<file path="src/rtl/alu_pipe.sv">
// Registered, handshaked ALU with a 16-op select map and a multi-cycle restoring divider.
// Latency: 1 cycle for all ops except a non-zero divide, which takes WIDTH+1 cycles.
// Backpressure: in_ready drops while a result is held unread or a divide is in flight.
// Optional feature: define ALU_SAT_EN for saturating add/sub (clamp on carry/borrow).
module alu_pipe #(
    parameter int WIDTH = 8,
    parameter int SHW   = $clog2(WIDTH)
) (
    input  logic             clk,
    input  logic             rst_n,
    input  logic             in_valid,
    output logic             in_ready,
    input  logic [WIDTH-1:0] a,
    input  logic [WIDTH-1:0] b,
    input  logic [3:0]       sel,
    output logic             out_valid,
    input  logic             out_ready,
    output logic [WIDTH-1:0] out,
    output logic             flag_z,
    output logic             flag_c,
    output logic             flag_v,
    output logic             flag_dz
);

    localparam int               CW       = $clog2(WIDTH + 1);
    localparam logic [WIDTH-1:0] W_VAL    = WIDTH'(WIDTH);
    localparam logic [CW-1:0]    LAST_CNT = CW'(WIDTH - 1);

    typedef enum logic [1:0] {IDLE, DIV, DONE} state_t;

    state_t state, state_nxt;

    logic             accept;
    logic             is_div;
    logic             div_zero;
    logic             div_start;
    logic             quick_wr;
    logic             div_wr;

    logic [WIDTH-1:0] res;
    logic             res_c;
    logic             res_v;
    logic [WIDTH:0]   sum;
    logic [WIDTH:0]   diff;
    logic [WIDTH-1:0] rot_amt;
    logic             shift_big;

    logic [WIDTH-1:0] dv_rem, dv_quo, dv_dvs;
    logic [CW-1:0]    dv_cnt;
    logic [WIDTH-1:0] dv_rem_in, dv_quo_in, dv_dvs_in;
    logic [WIDTH-1:0] dv_rem_nxt, dv_quo_nxt;
    logic [WIDTH:0]   dv_shift, dv_trial;

    // A new op is taken only from IDLE and only if any held result leaves this cycle.
    assign in_ready  = (state == IDLE) && (!out_valid || out_ready);
    assign accept    = in_valid && in_ready;
    assign is_div    = (sel == 4'b0011);
    assign div_zero  = (b == '0);
    assign div_start = accept && is_div && !div_zero;
    assign quick_wr  = accept && !div_start;
    assign div_wr    = (state == DONE);

    assign sum       = {1'b0, a} + {1'b0, b};
    assign diff      = {1'b0, a} - {1'b0, b};
    assign rot_amt   = b % W_VAL;
    assign shift_big = (b >= W_VAL);

    // Single-cycle result and carry/overflow for every op; divide-by-zero yields all-ones.
    always_comb begin
        res   = '0;
        res_c = 1'b0;
        res_v = 1'b0;
        case (sel)
            4'b0000: begin
                res   = sum[WIDTH-1:0];
                res_c = sum[WIDTH];
                res_v = (a[WIDTH-1] == b[WIDTH-1]) && (sum[WIDTH-1] != a[WIDTH-1]);
`ifdef ALU_SAT_EN
                if (sum[WIDTH]) res = '1;
`endif
            end
            4'b0001: begin
                res   = diff[WIDTH-1:0];
                res_c = diff[WIDTH];
                res_v = (a[WIDTH-1] != b[WIDTH-1]) && (diff[WIDTH-1] != a[WIDTH-1]);
`ifdef ALU_SAT_EN
                if (diff[WIDTH]) res = '0;
`endif
            end
            4'b0010: res = a * b;
            4'b0011: res = '1;
            4'b0100: res = shift_big ? '0 : (a << b[SHW-1:0]);
            4'b0101: res = shift_big ? '0 : (a >> b[SHW-1:0]);
            4'b0110: res = (a << rot_amt) | (a >> (W_VAL - rot_amt));
            4'b0111: res = (a >> rot_amt) | (a << (W_VAL - rot_amt));
            4'b1000: res = a & b;
            4'b1001: res = a | b;
            4'b1010: res = a ^ b;
            4'b1011: res = ~(a | b);
            4'b1100: res = ~(a & b);
            4'b1101: res = ~(a ^ b);
            4'b1110: res = {{(WIDTH-1){1'b0}}, (a > b)};
            4'b1111: res = {{(WIDTH-1){1'b0}}, (a == b)};
        endcase
    end

    // One restoring-divide step; the accept cycle runs the first step straight off the operands.
    always_comb begin
        if (state == IDLE) begin
            dv_rem_in = '0;
            dv_quo_in = a;
            dv_dvs_in = b;
        end else begin
            dv_rem_in = dv_rem;
            dv_quo_in = dv_quo;
            dv_dvs_in = dv_dvs;
        end
        dv_shift = {dv_rem_in, dv_quo_in[WIDTH-1]};
        dv_trial = dv_shift - {1'b0, dv_dvs_in};
        if (dv_trial[WIDTH]) begin
            dv_rem_nxt = dv_shift[WIDTH-1:0];
        end else begin
            dv_rem_nxt = dv_trial[WIDTH-1:0];
        end
        dv_quo_nxt = {dv_quo_in[WIDTH-2:0], ~dv_trial[WIDTH]};
    end

    // FSM state register.
    always_ff @(posedge clk or negedge rst_n) begin
        if (!rst_n) begin
            state <= IDLE;
        end else begin
            state <= state_nxt;
        end
    end

    // FSM next state: DIV covers the remaining WIDTH-1 quotient bits, DONE publishes the quotient.
    always_comb begin
        state_nxt = state;
        case (state)
            IDLE:    if (div_start) state_nxt = DIV;
            DIV:     if (dv_cnt == LAST_CNT) state_nxt = DONE;
            DONE:    state_nxt = IDLE;
            default: state_nxt = IDLE;
        endcase
    end

    // Divider working registers; count tracks quotient bits already produced.
    always_ff @(posedge clk or negedge rst_n) begin
        if (!rst_n) begin
            dv_rem <= '0;
            dv_quo <= '0;
            dv_dvs <= '0;
            dv_cnt <= '0;
        end else if (div_start) begin
            dv_rem <= dv_rem_nxt;
            dv_quo <= dv_quo_nxt;
            dv_dvs <= b;
            dv_cnt <= CW'(1);
        end else if (state == DIV) begin
            dv_rem <= dv_rem_nxt;
            dv_quo <= dv_quo_nxt;
            dv_cnt <= dv_cnt + CW'(1);
        end
    end

    // Output register: result and flags are written together and held until taken.
    always_ff @(posedge clk or negedge rst_n) begin
        if (!rst_n) begin
            out       <= '0;
            flag_z    <= 1'b0;
            flag_c    <= 1'b0;
            flag_v    <= 1'b0;
            flag_dz   <= 1'b0;
            out_valid <= 1'b0;
        end else if (quick_wr) begin
            out       <= res;
            flag_z    <= (res == '0);
            flag_c    <= res_c;
            flag_v    <= res_v;
            flag_dz   <= is_div;
            out_valid <= 1'b1;
        end else if (div_wr) begin
            out       <= dv_quo;
            flag_z    <= (dv_quo == '0);
            flag_c    <= 1'b0;
            flag_v    <= 1'b0;
            flag_dz   <= 1'b0;
            out_valid <= 1'b1;
        end else if (out_ready) begin
            out_valid <= 1'b0;
        end
    end

endmodule

</file>
<file path="config.mk">
export PLATFORM = sky130hd
export DESIGN_NAME = alu_pipe
export DESIGN_NICKNAME = d
export VERILOG_FILES = /design/src/rtl/alu_pipe.sv
export SDC_FILE = /design/constraint.sdc
export NUM_CORES = 1
export LEC_CHECK = 0
export ABC_AREA = 1
export CORE_ASPECT_RATIO = 1.75
export CORE_MARGIN = 5
export CORE_UTILIZATION = 45
export DETAILED_ROUTE_END_ITERATION = 8
export GPL_ROUTABILITY_DRIVEN = 1
export SLEW_MARGIN = 20
export SYNTH_ARGS = -nofsm -noshare
export SYNTH_HDL_FRONTEND = slang
export SYNTH_SLANG_ARGS = --single-unit
</file>
<file path="constraint.sdc">
create_clock -name clk -period 5.8 [get_ports clk]
set_clock_uncertainty 0.05 [all_clocks]
set_input_delay 0.87 -clock clk [delete_from_list [all_inputs] [get_ports clk]]
set_output_delay 0.87 -clock clk [all_outputs]
set_load 0.01 [all_outputs]
</file>
==> results.md, run 1 <==
- Status: complete, no violations
- Global-route wire length before repair: 33.8 mm
- Parity-gate share of the synthesized area counting xor and xnor cells: 2.21%
- Unrepaired setup endpoints after global routing: no
- Element type at the critical path start: input port
- Count of nets left with antenna violations after detail routing: 0
- Register bit total from synthesis: 43
- TritonCTS clock tree: built
- Area of the die: 0.0157 mm^2
- Number of synthesized flops with an enable pin: 0
- Via count of the first global-routing pass: 6,452
- Post-Layout Cell Count: around 1,200
- Number of iterations in the first detailed-routing pass: 5
- Post-Synth Simple-Gate Area: between 30% and 40%
- Vias per Instance: 5.38
- Portion of the post-synthesis area used by sequential elements: 18.1%
- Pin count of the biggest net entering global routing: 44
- Power Total: between 1.5 and 2 mW
- Async S/R FF share, synth: 100%
- Total buffers and inverters traversed by the critical path: 5
- Initial drt markers: 420
- Crit Path Class: input port to register
- Switching share of power: 45.6%
- IO Port Bufs: 37
- Worst skew pair latency: 0.29 ns
- Total placed instance area: 0.00650 mm^2
- Hold buffers post-CTS: 0
- HP Class: register to register
- Sum of negative setup slack: 0 ns
- Switching Power: 861 uW
- Transition time of the tightest slew-check pin: 0.720 ns
- Area added between synthesis and finish: 11.9%
- Adder and majority cell fraction of the synthesized area: between 10% and 20%
- Nature of the critical path endpoint: register
- Proportion of power drawn by combinational gates: a little under three fifths
- Post-DR wirelength/cell: around 18 um
- Detailed Place HPWL: 17.7 mm
- Largest vdd supply drop: 0.000144 V
- Clock Tree Root: sky130_fd_sc_hd__clkbuf_16
- Slew margin rel.: 51.9%
- Static power due to leakage: between 3 and 4 nW
- Max-cap violations: 0
- Number of cells in the design after placement: 1,185
- Global router's overall resource usage: 27.1%
- Cell Pwr Density: ~280 mW/mm^2
- Antenna cells: 0
- Synth Cell Area: between 0.005 and 0.006 mm^2
- Synth Area in Compound Gates: 14.6%
- Final #Nets: 1,111
- Fraction of final layout cells sized beyond drive strength 1: 4.60%
- Most frequent cell on the critical path: sky130_fd_sc_hd__nor2_1
- Critical Path AT: 5.36 ns
- Part of the power in the clock network: ~16%
- Routed via count: 6,419
- Final routed wirelength across all metal layers: 21.3 mm
- Placeable core region: 0.0129 mm^2
- Num Clock Sinks: 43
- Worst hold slack: 0.429 ns
- Number of buffers created by CTS: 5
- # setup viols final: 0
- Initial Utilization: 46.0%
- Top flip-flop cell by instance count after synthesis: sky130_fd_sc_hd__dfrtp_1
- Top achievable clock speed: 0.192 GHz
- Hold Violations, Final: 0
- Level count of the clock H-tree: 2
- Stage delay of the slowest cell on the critical path: 0.65 ns
- Worst endpoint required time: roughly 6.0 ns
- DRC violation count after routing: 0
- Combinational family with the most area after synthesis: simple AND/OR/NAND/NOR gates
- Multiplexer area fraction after synthesis: 0%
- Boundary pin count: 38
- Total grt overflow: 0
- Number of resized instances in the post-cts repair step: 0
- Critical path's top delay family: adder cells
- Count of standard-cell rows: 55
- Max Slew Vio Count: 0
- Cells after Synth: roughly 990
- Post-route clock period utilization: around nine tenths
- Internal power: between 1 and 1.5 mW
- Minimum clock period after layout: approximately 5.2 ns
- Number of distinct library cells after synthesis: 40
- Number of warnings reported in the yosys synthesis log: 0
- Fill cell total of the finished layout: approximately 1,500
- Number of antenna violations at the first check in global routing: 0
- Maximum fanout along the worst path: 8
- Net count after synthesis: 1,077
- Syn avg cell area: 6.03 um^2
- Sequential fraction of design power: 27.6%
- Post-CTS setup buffer count: 0
- Final non-filler cell area: between 0.006 and 0.007 mm^2
- Maximum root-to-sink buffer count: 2
- Y dimension of the die: 162 um
- Die Span X: 96.9 um
- Clock transition at path regs: 0.06 ns
- Worst-path cell with the longest stage delay: sky130_fd_sc_hd__clkdlybuf4s50_1
- Global placement routability congestion: ~1
- Worst-path cell chain: clkdlybuf4s50_1, buf_4, nand2_1, fa_1, fa_1, inv_1, ha_1, inv_1, fa_1, inv_1, ha_1, nor2_1, nor2_1, a21oi_1, nand2_1, nor2_1, nand2_1, nor3_2, nand3_1, nor2_1, nand3_1, a21oi_1
-- layer usage --
metal | track usage [%] | share of wire (%) | vias to the layer above
met2 | 51.6 | 52 | 226
met1 | 27.2 | 36 | 2885
met3 | 1.93 | 3.3 | 98
li1 | - | - | 3210
met4 | 20.1 | 8.6 | 0
met5 | 0 | 0 | -
-- path summary, 6_finish.rpt --
kind | slack [ns] | startpoint | to | cells past startpoint
max | 0.60 | a[1] | flag_z | 22
min | 0.43 | dv_dvs[6] | dv_dvs[6] | 2
max reg2reg | 2.04 | state[1] | dv_rem[1] | 19
min reg2reg | 0.43 | dv_dvs[6] | dv_dvs[6] | 2
max in group asynchronous | 4.79 | rst_n | flag_v | 1
min in group asynchronous | 0.53 | rst_n | dv_rem[5] | 1
-- synth_stat cells, drive strengths merged (2+ instances only) --
| cell | count | share of area (%) |
|---|---|---|
| o21a | 3 | 0.38 |
| inv | 148 | 9.3 |
| nand2 | 337 | 22 |
| xnor2 | 5 | 0.74 |
| a22o | 2 | 0.29 |
| buf | 16 | 1.8 |
| nand3 | 75 | 6.3 |
| or2 | 3 | 0.32 |
| fa | 15 | 5.0 |
| a21o | 2 | 0.25 |
| nand3b | 2 | 0.25 |
| a31oi | 6 | 0.63 |
| clkbuf | 9 | 0.57 |
| ha | 51 | 11 |
| o22ai | 3 | 0.32 |
| a21oi | 37 | 3.3 |
| o21ai | 93 | 7.8 |
| o211ai | 9 | 1.1 |
| dfrtp | 43 | 18 |
| nor2 | 91 | 6.5 |
| nand4 | 13 | 1.4 |
| xor2 | 10 | 1.5 |
| nor4 | 2 | 0.21 |
| nor3 | 6 | 0.59 |
-- worst min-delay path, delay by kind of cell (launching register included) --
family	cells	cell delay [ns]
AO/OA/AOI/OAI	1	0.06
flip-flops	1	0.34
AND/OR/NAND/NOR	1	0.05
-- through the flow --
step,util [%],setup slack [ns]
2_1_floorplan,-,1.26
3_3_place_gp,50.3,0.420
3_5_place_dp,50.3,0.366
4_1_cts,51.5,0.655
5_1_grt,51.5,0.215
6_report,51.5,0.598
-- final cells by class --
cell class / instances / area [um^2] / area share [%]
flip-flops and latches: 43 / 1080 / 16.2
well taps: 171 / 214 / 3.21
inverters: 148 / 556 / 8.34
clock buffers: 8 / 156 / 2.35
repair buffers: 52 / 480 / 7.21
multi-input cells: 771 / 4180 / 62.7
-- kinds of logic (layout without fill, tap and decap cells) --
logic type / count (synthesis) / after routing
adders and majority gates: 66 / 66
DFF: 43 / 43
buffers and inverters: 173 / 208
xor gates and xnor gates: 15 / 15
and+or+nand+nor: 532 / 532
AOI/OAI and AO/OA: 158 / 158
-- flip-flops by register name (all words and copies together) (netlist names), 2 cells and up --
signal,cells
dv_cnt,4
dv_quo,8
dv_rem,8
state,2
dv_dvs,8
out,8
-- power groups by stage --
stage	logic, mW	registers, mW	clock network (mW)
final	1.07	0.522	0.297
after global placement	1.06	0.523	0
after CTS	1.07	0.522	0.302
after detailed placement	1.07	0.525	0
after floorplan	0.744	0.515	0
after global routing	1.22	0.538	0.312
-- layout by cell type (no fill, tap or decap), drive strengths merged --
master           n
nand2b           1
xor2            10
a211oi           1
nand3b           2
buf             16
dfrtp           43
clkbuf           8
inv            148
nor3b            1
or2              3
a2111oi          1
nand2          337
nand4           13
nor4             2
nand3           75
o211ai           9
ha              51
xnor2            5
o221ai           1
nor2            91
a22o             2
o21a             3
nor3             6
a21oi           37
o22ai            3
a31oi            6
clkdlybuf4s50   36
o21ai           93
fa              15
a21o             2
and2             1
Power figures use the tool's default switching activity.
==> run 2: changes to the inputs <==
Settings changed: ABC_AREA 1 to unset, CORE_ASPECT_RATIO 1.75 to 0.8, CTS_CLUSTER_SIZE set to 24.
==> results.md, run 2 <==
- Top achievable clock speed: 0.179 GHz
- Fraction of final layout cells sized beyond drive strength 1: 12.5%
- Largest area contributor in the synthesized netlist: sky130_fd_sc_hd__dfrtp_1
- Reg2Reg Depth: 15
- Via count of the first global-routing pass: 6,145
- CP endpoint: flag_z
- Number of synthesized flops with an enable pin: 0
- IO Port Bufs: 37
- TritonCTS clock tree: built
- Leading cell types in the layout, fill and taps excluded: sky130_fd_sc_hd__nand2_1, sky130_fd_sc_hd__nor2_1, sky130_fd_sc_hd__buf_4, sky130_fd_sc_hd__inv_1, sky130_fd_sc_hd__ha_1
- Level count of the clock H-tree: 2
- Reg2reg setup slack: approximately 1.8 ns
- Syn avg cell area: 7.77 um^2
- Critical path depth in cells: 16
- Nature of the critical path endpoint: register
- Placeable core region: 0.0134 mm^2
- Number of distinct library cells after synthesis: 75
- Final routed wirelength across all metal layers: 22.6 mm
- Element type at the critical path start: input port
- Post-route clock period utilization: 96.2%
- Stage delay of the slowest cell on the critical path: 0.54 ns
- Max-cap violations: 0
- Portion of the post-synthesis area used by sequential elements: ~18%
- Max Slew Vio Count: 0
- Boundary pin count: 38
- Most repeated cell in the gate-level netlist after synthesis: sky130_fd_sc_hd__nand2_1
- Net count after synthesis: 870
- Detailed Place HPWL: 17.8 mm
- Switching share of power: 44.9%
- # setup viols final: 0
- Most frequent cell on the critical path: sky130_fd_sc_hd__fa_1
- HP Class: register to register
- Leading post-synthesis cells by instance count: sky130_fd_sc_hd__nand2_1, sky130_fd_sc_hd__nor2_1, sky130_fd_sc_hd__inv_1, sky130_fd_sc_hd__ha_1, sky130_fd_sc_hd__o21ai_0
- Clock transition at path regs: approximately 0.06 ns
- Cell Pwr Density: about 290 mW/mm^2
- Switching Power: 933 uW
- Internal power: 1.14 mW
- Y dimension of the die: 114 um
- Worst endpoint required time: 5.96 ns
- Fin worst setup slack: roughly 0.22 ns
- Cells after Synth: 780
- Worst-path cell chain: clkdlybuf4s50_1, ha_2, fa_1, ha_1, fa_1, inv_1, fa_1, inv_1, ha_1, xnor2_2, a2111oi_4, nand4_1, and3_1, or4b_1, a211o_1, a21oi_2
- Proportion of power drawn by combinational gates: 61.8%
- Total grt overflow: 0
- Count of standard-cell rows: 38
- Critical Path AT: 5.74 ns
- Minimum clock period after layout: around 5.6 ns
- Global-route wire length before repair: between 30 and 40 mm
- Number of warnings reported in the yosys synthesis log: 0
- Post-DR wirelength/cell: 22.2 um
- Largest vdd supply drop: 0.000196 V
- Area added between synthesis and finish: 16.7%
- Num Clock Sinks: 43
- Number of buffers created by CTS: 5
- Most frequent standard cell in the layout excluding fill and tap cells: sky130_fd_sc_hd__nand2_1
- Clock Tree Root: sky130_fd_sc_hd__clkbuf_16
- Initial drt markers: 579
- Synth Cell Area: 0.00606 mm^2
- Register bit total from synthesis: 43
- Die Span X: 140 um
- Antenna cells: 0
- Sequential fraction of design power: 25.0%
- Status: complete, no violations
- Number of iterations in the first detailed-routing pass: 7
- Maximum fanout along the worst path: 3
- Power Total: roughly 2.1 mW
- Initial Utilization: approximately 45%
- Critical path's top delay family: adder cells
- Destination of the worst register-to-register timing path: dv_rem[0]
- Async S/R FF share, synth: 100%
- Count of nets left with antenna violations after detail routing: 0
- Area of the die: 0.0159 mm^2
- Launch instance of the worst register-to-register path: state[1]
- Worst-path cell with the longest stage delay: sky130_fd_sc_hd__fa_1
- Global router's overall resource usage: 28.3%
- DRC violation count after routing: 0
- Worst setup path startpoint: a[3]
- Worst hold slack: 0.428 ns
- Part of the power in the clock network: 13.2%
- Total buffers and inverters traversed by the critical path: 3
- Routed via count: 6,342
- Area fraction of the dominant cell type after synthesis: 17.8%
- Transition time of the tightest slew-check pin: roughly 0.9 ns
- Maximum root-to-sink buffer count: 2
- Hold Violations, Final: 0
- Pin count of the biggest net entering global routing: 44
- Final #Nets: 927
- Crit Path Class: input port to register
- Post-placement setup slack: -0.312 ns
- Vias per Instance: 6.23
- Sum of negative setup slack: 0 ns
- Number of antenna violations at the first check in global routing: 0
- Top post-synthesis cells by area: sky130_fd_sc_hd__dfrtp_1, sky130_fd_sc_hd__ha_1, sky130_fd_sc_hd__nand2_1, sky130_fd_sc_hd__fa_1, sky130_fd_sc_hd__mux2i_1
- Static power due to leakage: 3.19 nW
- Top flip-flop cell by instance count after synthesis: sky130_fd_sc_hd__dfrtp_1
- Slew margin rel.: 40.5%
- Worst skew pair latency: between 0.2 and 0.3 ns
- Unrepaired setup endpoints after global routing: no
- Global placement routability congestion: 1.02
-- run 2: cells by family after synthesis --
logic type      Yosys count  synth area share (%)
compound gates          200                  22.1
xor+xnor                 27                  4.36
fa+ha+maj                66                  15.5
buf+inv                 104                  6.83
flops                    43                  17.8
mux                      49                  10.4
simple gates            291                  23.1
-- run 2: timing repair --
item,4_1_cts,5_1_grt
resized for setup,3,9
hold buffers,0,0
setup endpoints to repair,2,2
pin swaps,1,4
setup buffers,0,0
-- run 2: worst min path at each step --
stage               startpoint   endpoint  slack [ns]  depth (start not counted)
finish               dv_cnt[3]   state[1]        0.43                          1
global placement     dv_rem[5]  dv_rem[5]        0.41                          2
detailed placement   dv_cnt[3]   state[1]        0.42                          1
CTS                  dv_cnt[3]   state[1]        0.43                          1
global route            out[6]     out[6]        0.46                          2
floorplan            dv_rem[2]  dv_rem[2]        0.39                          2
-- run 2: final cells by class --
| cell class | instances | area (um^2) |
|---|---|---|
| fill | 1295 | 6280 |
| inverter | 59 | 221 |
| tap | 180 | 225 |
| clock inverter | 2 | 12.5 |
| timing repair buffer | 95 | 810 |
| clock buffer | 6 | 129 |
| sequential | 43 | 1080 |
| multi-input combinational | 633 | 4600 |
-- run 2: power by group through the flow --
stage          combinational [mW]  sequential [mW]  clock [mW]
6_report                     1.28            0.519       0.275
5_1_grt                      1.42            0.536       0.293
4_1_cts                      1.27            0.519       0.279
3_5_place_dp                 1.25            0.523           0
3_3_place_gp                 1.22            0.515           0
2_1_floorplan               0.822            0.515           0
-- run 2: layer usage --
metal	vias to the layer above	GRT usage, %	part of all wire, %
li1	2901	-	-
met4	0	6.20	1.8
met3	38	6.04	8.7
met2	298	41.2	42
met1	3105	42.8	48
met5	-	0	0
-- run 2: per-stage QoR --
| stage | cells | util (%) | instance area (um^2) |
|---|---|---|---|
| 2_1_floorplan | 780 | - | 6060 |
| 3_3_place_gp | 1010 | 51.6 | 6890 |
| 3_5_place_dp | 1010 | 51.6 | 6890 |
| 4_1_cts | 1018 | 52.7 | 7050 |
| 5_1_grt | 1018 | 53.0 | 7080 |
| 6_report | 1018 | 53.0 | 7080 |
==> run 3: changes to the inputs <==
Settings changed: TNS_END_PERCENT set to 20.
==> results of run 3 <==
Final layout, timing and power as in run 2 (identical DEF).
==> variant, RTL diff (config.mk and constraints of run 3) <==
Register the output `flag_c` once more, with the module's reset; this adds one clock of latency there. The other outputs are not delayed to match.
--- a/src/rtl/alu_pipe.sv
+++ b/src/rtl/alu_pipe.sv
@@ -27,6 +27,8 @@
     localparam logic [CW-1:0]    LAST_CNT = CW'(WIDTH - 1);
 
     typedef enum logic [1:0] {IDLE, DIV, DONE} state_t;
+
+    logic flag_c_s0;
 
     state_t state, state_nxt;
 
@@ -169,21 +171,21 @@
         if (!rst_n) begin
             out       <= '0;
             flag_z    <= 1'b0;
-            flag_c    <= 1'b0;
+            flag_c_s0 <= 1'b0;
             flag_v    <= 1'b0;
             flag_dz   <= 1'b0;
             out_valid <= 1'b0;
         end else if (quick_wr) begin
             out       <= res;
             flag_z    <= (res == '0);
-            flag_c    <= res_c;
+            flag_c_s0 <= res_c;
             flag_v    <= res_v;
             flag_dz   <= is_div;
             out_valid <= 1'b1;
         end else if (div_wr) begin
             out       <= dv_quo;
             flag_z    <= (dv_quo == '0);
-            flag_c    <= 1'b0;
+            flag_c_s0 <= 1'b0;
             flag_v    <= 1'b0;
             flag_dz   <= 1'b0;
             out_valid <= 1'b1;
@@ -192,5 +194,13 @@
         end
     end
 
+    always_ff @(posedge clk or negedge rst_n) begin
+        if (!rst_n) begin
+            flag_c <= '0;
+        end else begin
+            flag_c <= flag_c_s0;
+        end
+    end
+
 endmodule
 
Formal check against the unedited RTL: not equivalent (a bounded check fails within 4 cycles, from zero or initial values and one cycle with rst_n low).
==> variant against run 3 <==
Sequential power grew 2%; design area fell by 2.0%; sequential share of layout area rose by 0.67 points; via count fell by 6.6%; critical path depth rose by 3; non-clock buffer count down 15; area after synthesis fell by 0.43%; routed wire length down 7.2%; worst setup slack improved by 91 ps; sequential cell count is 1 higher; power rose by 0.30%; largest power group unchanged.
==> variant: results (changes against run 3) <==
stage;metric;value;unit;change
synth;synth_compound_area_share;21.6;%;-0.42 points
synth;synth_area_leaders;dfrtp_1, ha_1, mux2i_1, nand2_1, fa_1;;
route;wl_met1;9740;µm;-9.9%
route;met2_length;8940;µm;-5.0%
finish;multi_input_area_share;64.9;%;-0.12 points
placed_design;dp.cells;951;;-5.8%
synth;synth_mux_area_share;12.6;%;+2.2 points
finish;nNetsFinal;873;;-5.8%
synth;synthAdderAreaFrac;15.7;%;+0.23 points
sta;whs;334;ps;-94.2 ps
synth;synth-seq-cells;44;;+2.3%
power;p_clk;0.413;mW;+50%
placed_design;dp_hpwl;16400;µm;-8.0%
finish;buf_share;9.96;%;-1.5 points
finish;multi_input_gates;597;;-5.7%
grt;use_met3;6.37;%;+0.34 points
finish;inv_count;55;;-6.8%
finish;drive_above_1_share;11.5;%;-1.1 points
power;leakage;3.14;nW;-1.7%
setup_path;r2r_slack;1500;ps;-260 ps
placed_design;post-place-ws;-165;ps;+147 ps
grt;grt_max_degree;45;;+2.3%
outcome;status;finished, final reports clean;;
synth;ys_seq_area_share;18.2;%;+0.49 points
route;wire_per_inst;21.9;µm;-1.5%
route;dr.pass1.iters;5;;-2
sta;finalCritPeriodShare;94.7;%;-1.6 points
power;ir_worst_vdd;194;µV;-1.1%
setup_path;path_max_fanout;4;;+1
setup_path;r2r_cells;12;;-3
power;p_comb;1.14;mW;-11%
finish;clockNetworkAreaShare;3.10;%;+1.1 points
synth;synth_xor_area_share;4.91;%;+0.56 points
finish;syn_to_final_growth;14.9;%;
grt;grt_pass1_wl;33200;µm;-6.1%
## variant: cell types whose count changed after synthesis, moves of 10 or more
cell | before | now
nor2_1 | 68 | 54
buf_2 | 7 | 18
clkbuf_1 | 34 | 23
nand2_1 | 91 | 81
o21ai_0 | 46 | 57
a31oi_1 | 20 | 6
nor3_1 | 23 | 12
## variant: worst reg2reg max path, stage by stage (launching register included)
cell	delay (ps)
dfrtp_1	470
nor2_2	670
mux2_2	420
ha_1	210
fa_1	410
nor2b_1	130
o21ai_0	120
a21boi_1	220
o21ai_0	130
a21oi_1	270
xor2_2	570
mux2_2	400
o21ai_0	150
## variant: worst max-delay path by stage
stage                     start      to  slack (ps)  cells past startpoint
after floorplan            b[2]  flag_z         490                     18
after global placement     a[2]  flag_z         -90                     19
after detailed placement   a[2]  flag_z        -170                     19
after CTS                  a[2]  flag_z         140                     19
after global routing       a[2]  flag_z          70                     19
final                      a[2]  flag_z         310                     19
